**src/rtl/game_start_ctrl.sv**
```systemverilog
// Two-player start controller: synchronizes and debounces both push-buttons,
// then requires both keys to be held for HOLD_CYCLES before emitting a single
// start pulse. The FSM waits for both keys to be let go before it can re-arm.
module game_start_ctrl #(
    parameter int DEBOUNCE_CYCLES = 250000,
    parameter int HOLD_CYCLES     = 25000000
) (
    input  logic       clk,
    input  logic       reset,
    input  logic       key_a_n,
    input  logic       key_b_n,
    output logic       start,
    output logic       armed,
    output logic [1:0] state
);

    localparam int DEB_W  = $clog2(DEBOUNCE_CYCLES + 1);
    localparam int HOLD_W = $clog2(HOLD_CYCLES + 1);

    localparam logic [DEB_W-1:0]  DEB_LAST  = DEB_W'(DEBOUNCE_CYCLES - 1);
    localparam logic [HOLD_W-1:0] HOLD_LAST = HOLD_W'(HOLD_CYCLES - 1);
    localparam logic [HOLD_W-1:0] HOLD_MAX  = HOLD_W'(HOLD_CYCLES);

    typedef enum logic [1:0] {
        IDLE         = 2'b00,
        ARMING       = 2'b01,
        FIRE         = 2'b10,
        WAIT_RELEASE = 2'b11
    } state_t;

    state_t cur_state;

    logic sync_a_p0, sync_a_p1;
    logic sync_b_p0, sync_b_p1;
    logic pressed_a, pressed_b;

    logic             deb_a, deb_b;
    logic [DEB_W-1:0] deb_cnt_a, deb_cnt_b;

    logic [HOLD_W-1:0] hold_cnt;

    logic both_pressed;
    logic both_released;

    // Two-flop synchronizers; the released (high) level is the safe reset value.
    always_ff @(posedge clk) begin
        if (reset) begin
            sync_a_p0 <= 1'b1;
            sync_a_p1 <= 1'b1;
            sync_b_p0 <= 1'b1;
            sync_b_p1 <= 1'b1;
        end else begin
            sync_a_p0 <= key_a_n;
            sync_a_p1 <= sync_a_p0;
            sync_b_p0 <= key_b_n;
            sync_b_p1 <= sync_b_p0;
        end
    end

    // Buttons are active-low on the pins; everything downstream is active-high.
    assign pressed_a = ~sync_a_p1;
    assign pressed_b = ~sync_b_p1;

    // Debouncer A: flip the level only after DEBOUNCE_CYCLES straight mismatches.
    always_ff @(posedge clk) begin
        if (reset) begin
            deb_a     <= 1'b0;
            deb_cnt_a <= '0;
        end else if (pressed_a == deb_a) begin
            deb_cnt_a <= '0;
        end else if (deb_cnt_a == DEB_LAST) begin
            deb_a     <= ~deb_a;
            deb_cnt_a <= '0;
        end else begin
            deb_cnt_a <= deb_cnt_a + DEB_W'(1);
        end
    end

    // Debouncer B: identical behaviour, independent counter.
    always_ff @(posedge clk) begin
        if (reset) begin
            deb_b     <= 1'b0;
            deb_cnt_b <= '0;
        end else if (pressed_b == deb_b) begin
            deb_cnt_b <= '0;
        end else if (deb_cnt_b == DEB_LAST) begin
            deb_b     <= ~deb_b;
            deb_cnt_b <= '0;
        end else begin
            deb_cnt_b <= deb_cnt_b + DEB_W'(1);
        end
    end

    assign both_pressed  = deb_a & deb_b;
    assign both_released = ~deb_a & ~deb_b;

    // Start FSM; start and armed are registered alongside the state transition.
    always_ff @(posedge clk) begin
        if (reset) begin
            cur_state <= IDLE;
            hold_cnt  <= '0;
            start     <= 1'b0;
            armed     <= 1'b0;
        end else begin
            start <= 1'b0;
            case (cur_state)
                IDLE: begin
                    if (both_pressed) begin
                        cur_state <= ARMING;
                        hold_cnt  <= '0;
                        armed     <= 1'b1;
                    end
                end
                ARMING: begin
                    if (hold_cnt != HOLD_MAX) begin
                        hold_cnt <= hold_cnt + HOLD_W'(1);
                    end
                    // A release wins over a fire landing on the same edge.
                    if (!both_pressed) begin
                        cur_state <= IDLE;
                        armed     <= 1'b0;
                    end else if (hold_cnt >= HOLD_LAST) begin
                        cur_state <= FIRE;
                        armed     <= 1'b0;
                        start     <= 1'b1;
                    end
                end
                FIRE: begin
                    cur_state <= WAIT_RELEASE;
                end
                WAIT_RELEASE: begin
                    if (both_released) begin
                        cur_state <= IDLE;
                    end
                end
                default: begin
                    cur_state <= IDLE;
                    armed     <= 1'b0;
                end
            endcase
        end
    end

    assign state = cur_state;

endmodule

```
**config.mk**
```make
export PLATFORM = sky130hd
export DESIGN_NAME = game_start_ctrl
export DESIGN_NICKNAME = d
export VERILOG_FILES = /design/src/rtl/game_start_ctrl.sv
export SDC_FILE = /design/constraint.sdc
export NUM_CORES = 1
export LEC_CHECK = 0
export CORE_ASPECT_RATIO = 0.5
export CORE_MARGIN = 4
export CORE_UTILIZATION = 45
export DETAILED_ROUTE_END_ITERATION = 8
export GPL_ROUTABILITY_DRIVEN = 0
export SLEW_MARGIN = 20
export SYNTH_ARGS = -nofsm -noshare
export SYNTH_HDL_FRONTEND = slang
export SYNTH_SLANG_ARGS = --single-unit
```
**constraint.sdc**
```tcl
create_clock -name clk -period 1.7 [get_ports clk]
set_input_delay 0.51 -clock clk [delete_from_list [all_inputs] [get_ports clk]]
set_output_delay 0.51 -clock clk [all_outputs]
set_load 0.01 [all_outputs]
```
==> results.tsv, run 1 <==
stage	metric	value	unit
outcome	status	finished clean	
die	die-area	8720	um^2
layout	final_cell_area	4070	um^2
die	die_h	68.1	um
run	max_cap_viol_count	0	
die	num_io_pins	8	
timing	rsz0062_at_grt	true	
drt	wl_met1	3050	um
drt	drt_first_pass_iters	5	
global_routing	overflow	0	
placement	dpl.hpwl	4750	um
global_routing	grt_use_total	0.161	
worst_hold_path	hold_path.startpoint	sync_b_p0	
placement	io_buffer_count	7	
power	power_frac_seq	0.468	
critical_path	end_kind	register	
timing	relSlewSlack	0.736	
power	comb_power_share	0.013	
timing	period_minus_slack	1.69	ns
clock_tree	clock-root-buffer	clkbuf_16	
power	ir_worst_vdd	531	uV
layout	fin_util	0.596	
clock_tree	clkSinkCount	71	
clock_tree	htreeDepth	3	
layout	layout.nets	427	
critical_path	arrival	1.88	ns
drt	drc	0	
critical_path	path_max_fanout	4	
synth	yosysUniqueCellTypes	45	
power	switchingPower	0.685	mW
layout	fin_cells	515	
power	p_int	2.89	mW
synth	yosysTopAreaCellShare	0.438	
critical_path	required	1.89	ns
global_routing	grt_first_pass_wirelength	11300	um
die	die_x	128	um
clock_tree	max-clock-path-buffers	2	
synth	synth_area_leader_cell	dfxtp_1	
global_routing	antenna_found_initial	0	
synth	syn-num-nets	379	
power	sw_frac_of_total	0.192	
timing	fmax	0.593	GHz
drt	via_per_inst	5.14	
synth	synth_edf_count	0	
global_routing	grt_max_degree	24	
synth	synth_area_leaders	dfxtp_1 (44%), xor2_1 (8.4%), nor2_1 (8.2%)	
die	num_rows	21	
drt	wl_per_cell	12.6	um
worst_hold_path	min_path_type	reg -> reg	
critical_path	rrSetupSlack	0.01	ns
drt	vias	2646	
placement	place_area	3700	um^2
timing	worst_pin_slew	0.396	ns
layout	drive_above_1_share	0.213	
critical_path	r2r-start	hold_cnt[17]	
clock_tree	numCtsBuffers	9	
clock_tree	cts_tree	built	
synth	synth_seq_cells	71	
drt	wl_met2	3030	um
worst_hold_path	worst_hold_path.num_cells	1	
placement	dp_cells	500	
drt	topRoutingLayerUsed	met4	
synth	syn_area_per_cell	8.76	um^2
timing	hold_viol	0	
synth	ys_warn_count	0	
clock_tree	path_clk_slew	0.05	ns
power	p_leak	1.53	nW
synth	synth_flop_cell	dfxtp_1	
timing	slew_viol_final	0	
timing	final-setup-viol-count	0	
global_routing	grt_pass1_vias	2613	
drt	dr_wl_met3	271	um
drt	drtIter0Drc	119	
synth	seq_area_frac_synth	0.438	
die	start_util	0.475	
layout	syn_to_final_growth	25.4	%
layout	final_common_cell	nor2_1	
layout	diodes	0	
synth	synth_cells	371	
clock_tree	clk_latency	0.33	ns
die	core_area	6830	um^2
layout	final_cell_mix	nor2_1 (71), dfxtp_1 (65), buf_4 (43)	
critical_path	reg2reg_depth	5	
drt	wirelength	6470	um
synth	synth_async_sr_flop_share	0	
drt	antenna_left	0	
power	pwr-share-clk	0.519	
power	powerDensity	877	nW/um^2
synth	syn_area	3250	um^2
critical_path	crit_type	reg -> reg	
critical_path	critPathLaunch	hold_cnt[17]	
timing	fin_crit_sh	0.993	
critical_path	critPathLaunchType	register	
timing	finalClockSkew	0.00503	ns
cell type report:
| class | instances | area [um^2] |
|---|---|---|
| timing repair buffer | 51 | 409 |
| inverter | 9 | 33.8 |
| tap | 92 | 115 |
| clock buffer | 11 | 253 |
| fill | 601 | 2760 |
| multi-input combinational | 277 | 1790 |
| clock inverter | 4 | 45.0 |
| sequential | 71 | 1430 |
power groups by stage:
stage / Clock, mW / Combinational [mW] / Sequential [mW]
final: 1.85 / 0.0464 / 1.67
after detailed placement: 0 / 0.0453 / 1.71
after global routing: 1.95 / 0.0519 / 1.67
after floorplan: 0 / 0.0277 / 1.71
after CTS: 1.90 / 0.0455 / 1.67
after global placement: 0 / 0.0438 / 1.71
cells by family after synthesis:
kind of cell | synth area share
fa+ha+maj | 0.0154
buf+inv | 0.0347
xor+xnor | 0.143
compound gates | 0.0412
mux | 0.00308
simple gates | 0.325
flops | 0.438
layer usage:
| metal | vias up | GRT usage |
|---|---|---|
| met2 | 48 | 0.277 |
| met1 | 1228 | 0.186 |
| met3 | 12 | 0.0507 |
| li1 | 1358 | - |
| met5 | - | 0 |
| met4 | 0 | 0.0807 |
synth_stat cells, types with 5 or more instances:
cell	number
dfxtp_1	71
and2_1	5
nand2_1	24
nor4_1	6
nand3_1	17
xor2_1	31
nor3_1	12
clkbuf_1	6
a21oi_1	8
inv_1	9
or2_2	7
nand4_1	18
nor2_1	71
xnor2_1	22
o21ai_0	5
and3_1	12
flip-flops by register name, summed over array words and instances (netlist names), named ones only:
name       flops
deb_cnt_a     18
deb_a          1
sync_a_p0      1
sync_a_p1      1
sync_b_p1      1
state          1
start          1
armed          1
hold_cnt      25
deb_cnt_b     18
deb_b          1
sync_b_p0      1
worst max-delay path, cell delays in order, from the launching register on:
cell,delay (ns)
dfxtp_2,0.31
and4bb_1,0.33
nand4_1,0.13
or4_1,0.50
o211ai_2,0.15
a2111oi_1,0.13
what timing repair did:
| item | 4_1_cts | 5_1_grt |
|---|---|---|
| resized for setup | 5 | 17 |
| endpoints found under the hold margin | 0 | 0 |
| hold buffers | 0 | 0 |
| setup endpoints to repair | 4 | 46 |
| setup buffers | 0 | 1 |
| pin swaps | 2 | 8 |
| cloned | 0 | 0 |
metrics by stage:
stage                     hold slack (ns)  setup slack [ns]  power (mW)  TNS, ns
after floorplan                     0.389            0.0386        1.74        0
after detailed placement            0.394            -0.268        1.75   -10.79
after CTS                           0.404            0.0146        3.62        0
after global placement              0.394            -0.222        1.75    -9.43
after global routing                0.414           -0.0571        3.68   -0.510
final                               0.404            0.0126        3.57        0
path summary, 6_finish.rpt:
kind	end
hold reg to reg	sync_b_p1
setup reg to reg	state[0]
setup / recovery	state[0]
hold / removal	sync_b_p1
(Power assumes the default switching activity.)
==> run 2, diff against run 1 <==
Settings changed: HOLD_SLACK_MARGIN set to 0.06.
Clock period 1.7 ns to 1.9 ns, I/O delays scaled along.
==> run 2 against run 1 <==
Against the previous run:
- clock power is 12% lower
- critical path depth is 4 lower
- cell count is 5.2% lower
- via count is 4.0% lower
- hold slack hardly changed
- clock-buffer cell count is 1 higher
- critical path type is now reg -> out
==> results.tsv, run 2 (same netlist as run 1, synthesis figures left out) <==
stage	metric	value	unit	change
drt	wirelength	6160	um	-4.8%
global_routing	antenna_found_initial	0		unchanged
clock_tree	htreeDepth	3		unchanged
die	num_rows	21		unchanged
die	die-area	8720	um^2	unchanged
power	p_leak	1.35	nW	-12%
die	core_area	6830	um^2	unchanged
layout	reg_top3	hold_cnt: 25 flops, deb_cnt_a: 18 flops, deb_cnt_b: 18 flops		
outcome	status	finished clean		
power	powerDensity	835	nW/um^2	-4.9%
critical_path	path_cells	clkdlybuf4s50_1		
layout	diodes	0		unchanged
die	die_x	128	um	unchanged
global_routing	overflow	0		unchanged
timing	rsz0062_at_grt	false		
die	num_io_pins	8		unchanged
placement	io_buffer_count	7		unchanged
critical_path	end_kind	primary output		
power	ir_worst_vdd	529	uV	-0.53%
layout	final_cell_mix	nor2_1 (71), dfxtp_1 (70), xor2_1 (31)		
timing	hold_viol	0		unchanged
clock_tree	max-clock-path-buffers	2		unchanged
timing	fmax	0.547	GHz	
clock_tree	cts_tree	built		
run	max_cap_viol_count	0		unchanged
layout	fin_util	0.555		-0.0414
drt	drtIter0Drc	95		-20%
global_routing	grt_use_total	0.158		-0.00333
drt	wl_per_cell	12.6	um	+0.47%
drt	antenna_left	0		unchanged
layout	syn_to_final_growth	16.7	%	
layout	top_register	hold_cnt		
critical_path	required	1.33	ns	-0.56 ns
timing	worst_pin_slew	0.482	ns	+0.0858 ns
layout	final_common_cell	nor2_1		
layout	drive_above_1_share	0.124		-0.0890
placement	dpl.hpwl	4410	um	-7.1%
critical_path	path_max_fanout	7		+3
timing	slew_viol_final	0		unchanged
drt	drc	0		unchanged
critical_path	worst-path-buf-inv	1		+1
timing	finalClockSkew	0.00408	ns	-0.000947 ns
critical_path	critPathLaunchType	register		
global_routing	grt_max_degree	24		unchanged
drt	drt_first_pass_iters	4		-1
clock_tree	clkSinkCount	71		unchanged
critical_path	cp_slowest_cell	clkdlybuf4s50_1		
clock_tree	clk_latency	0.33	ns	about the same
critical_path	arrival	1.26	ns	-0.62 ns
critical_path	cp_top_family	buffers and inverters		
die	start_util	0.475		unchanged
timing	fin_crit_sh	0.962		
layout	fill_cells	618		+2.8%
global_routing	grt_first_pass_wirelength	10900	um	-3.5%
worst_hold_path	min_path_type	reg -> reg		
layout	layout.nets	399		-6.6%
timing	hold_ws	0.404	ns	+0.000110 ns
die	die_h	68.1	um	unchanged
critical_path	crit_type	reg -> out		
timing	relSlewSlack	0.678		-0.0584
clock_tree	ctsHoldBuffers	0		unchanged
drt	via_per_inst	5.20		+1.3%
drt	vias	2539		-4.0%
clock_tree	clock-root-buffer	clkbuf_16		
critical_path	slowest_delay	0.55	ns	+0.05 ns
global_routing	grt_pass1_vias	2435		-6.8%
timing	final-setup-viol-count	0		unchanged
layout	largest_reg_flops	25		unchanged
timing	period_minus_slack	1.83	ns	
clock_tree	path_clk_slew	0.05	ns	about the same
clock_tree	numCtsBuffers	9		unchanged
-- run 2: final cells by class --
class / instances / area (um^2) / share of cell area
clock inverter: 4 / 45.0 / 0.0119
tap: 92 / 115 / 0.0304
inverter: 9 / 33.8 / 0.00891
multi-input combinational: 277 / 1730 / 0.455
sequential: 71 / 1420 / 0.375
clock buffer: 12 / 246 / 0.0650
timing repair buffer: 23 / 203 / 0.0535
-- run 2: worst reg2reg max path, cell delays in order (launching register included) --
cell       delay (ns)
dfxtp_1          0.33
and4bb_1         0.31
nand4_1          0.16
or4_1            0.51
o211ai_2         0.14
a2111oi_0        0.14
-- run 2: worst paths after layout --
kind / from / endpoint / slack, ns / depth (start not counted)
setup / recovery: state[0] / state[0] / 0.07 / 1
hold / removal: sync_b_p0 / sync_b_p1 / 0.40 / 1
setup reg to reg: hold_cnt[23] / state[0] / 0.18 / 5
hold reg to reg: sync_b_p0 / sync_b_p1 / 0.40 / 1
-- run 2: timing repair --
action,4_1_cts,5_1_grt
endpoints found under the setup margin,1,2
gates resized for setup,1,2
buffers inserted,0,0
-- run 2: where the power goes --
group | leakage [nW] | switching [mW] | internal [mW] | total, mW
combinational | 0.632 | 0.0213 | 0.0178 | 0.0392
sequential | 0.573 | 0.00262 | 1.50 | 1.50
clock | 0.146 | 0.584 | 1.04 | 1.63
total | 1.35 | 0.607 | 2.56 | 3.16
-- run 2: per-stage QoR --
stage | std cells | TNS (ns) | total power, mW | cell area, um^2 | worst slack, ns
floorplan | 371 | 0 | 1.55 | 3250 | 0.239
global placement | 472 | -0.443 | 1.57 | 3490 | -0.0431
finish | 488 | 0 | 3.16 | 3790 | 0.0713
CTS | 488 | 0 | 3.22 | 3780 | 0.0622
global route | 488 | 0 | 3.29 | 3790 | 0.0288
detailed placement | 472 | -2.03 | 1.57 | 3490 | -0.0921
-- run 2: layer usage --
layer	GRT usage	wire, um	vias up
li1	-	-	1307
met1	0.189	2940	1196
met2	0.263	2890	28
met3	0.0592	237	8
met4	0.0622	84	0
met5	0	0	-
==> run 3, diff against run 2 <==
Settings changed: CAP_MARGIN set to 20.
==> results of run 3 <==
No change in the layout: final DEF, timing and power equal those of run 2.
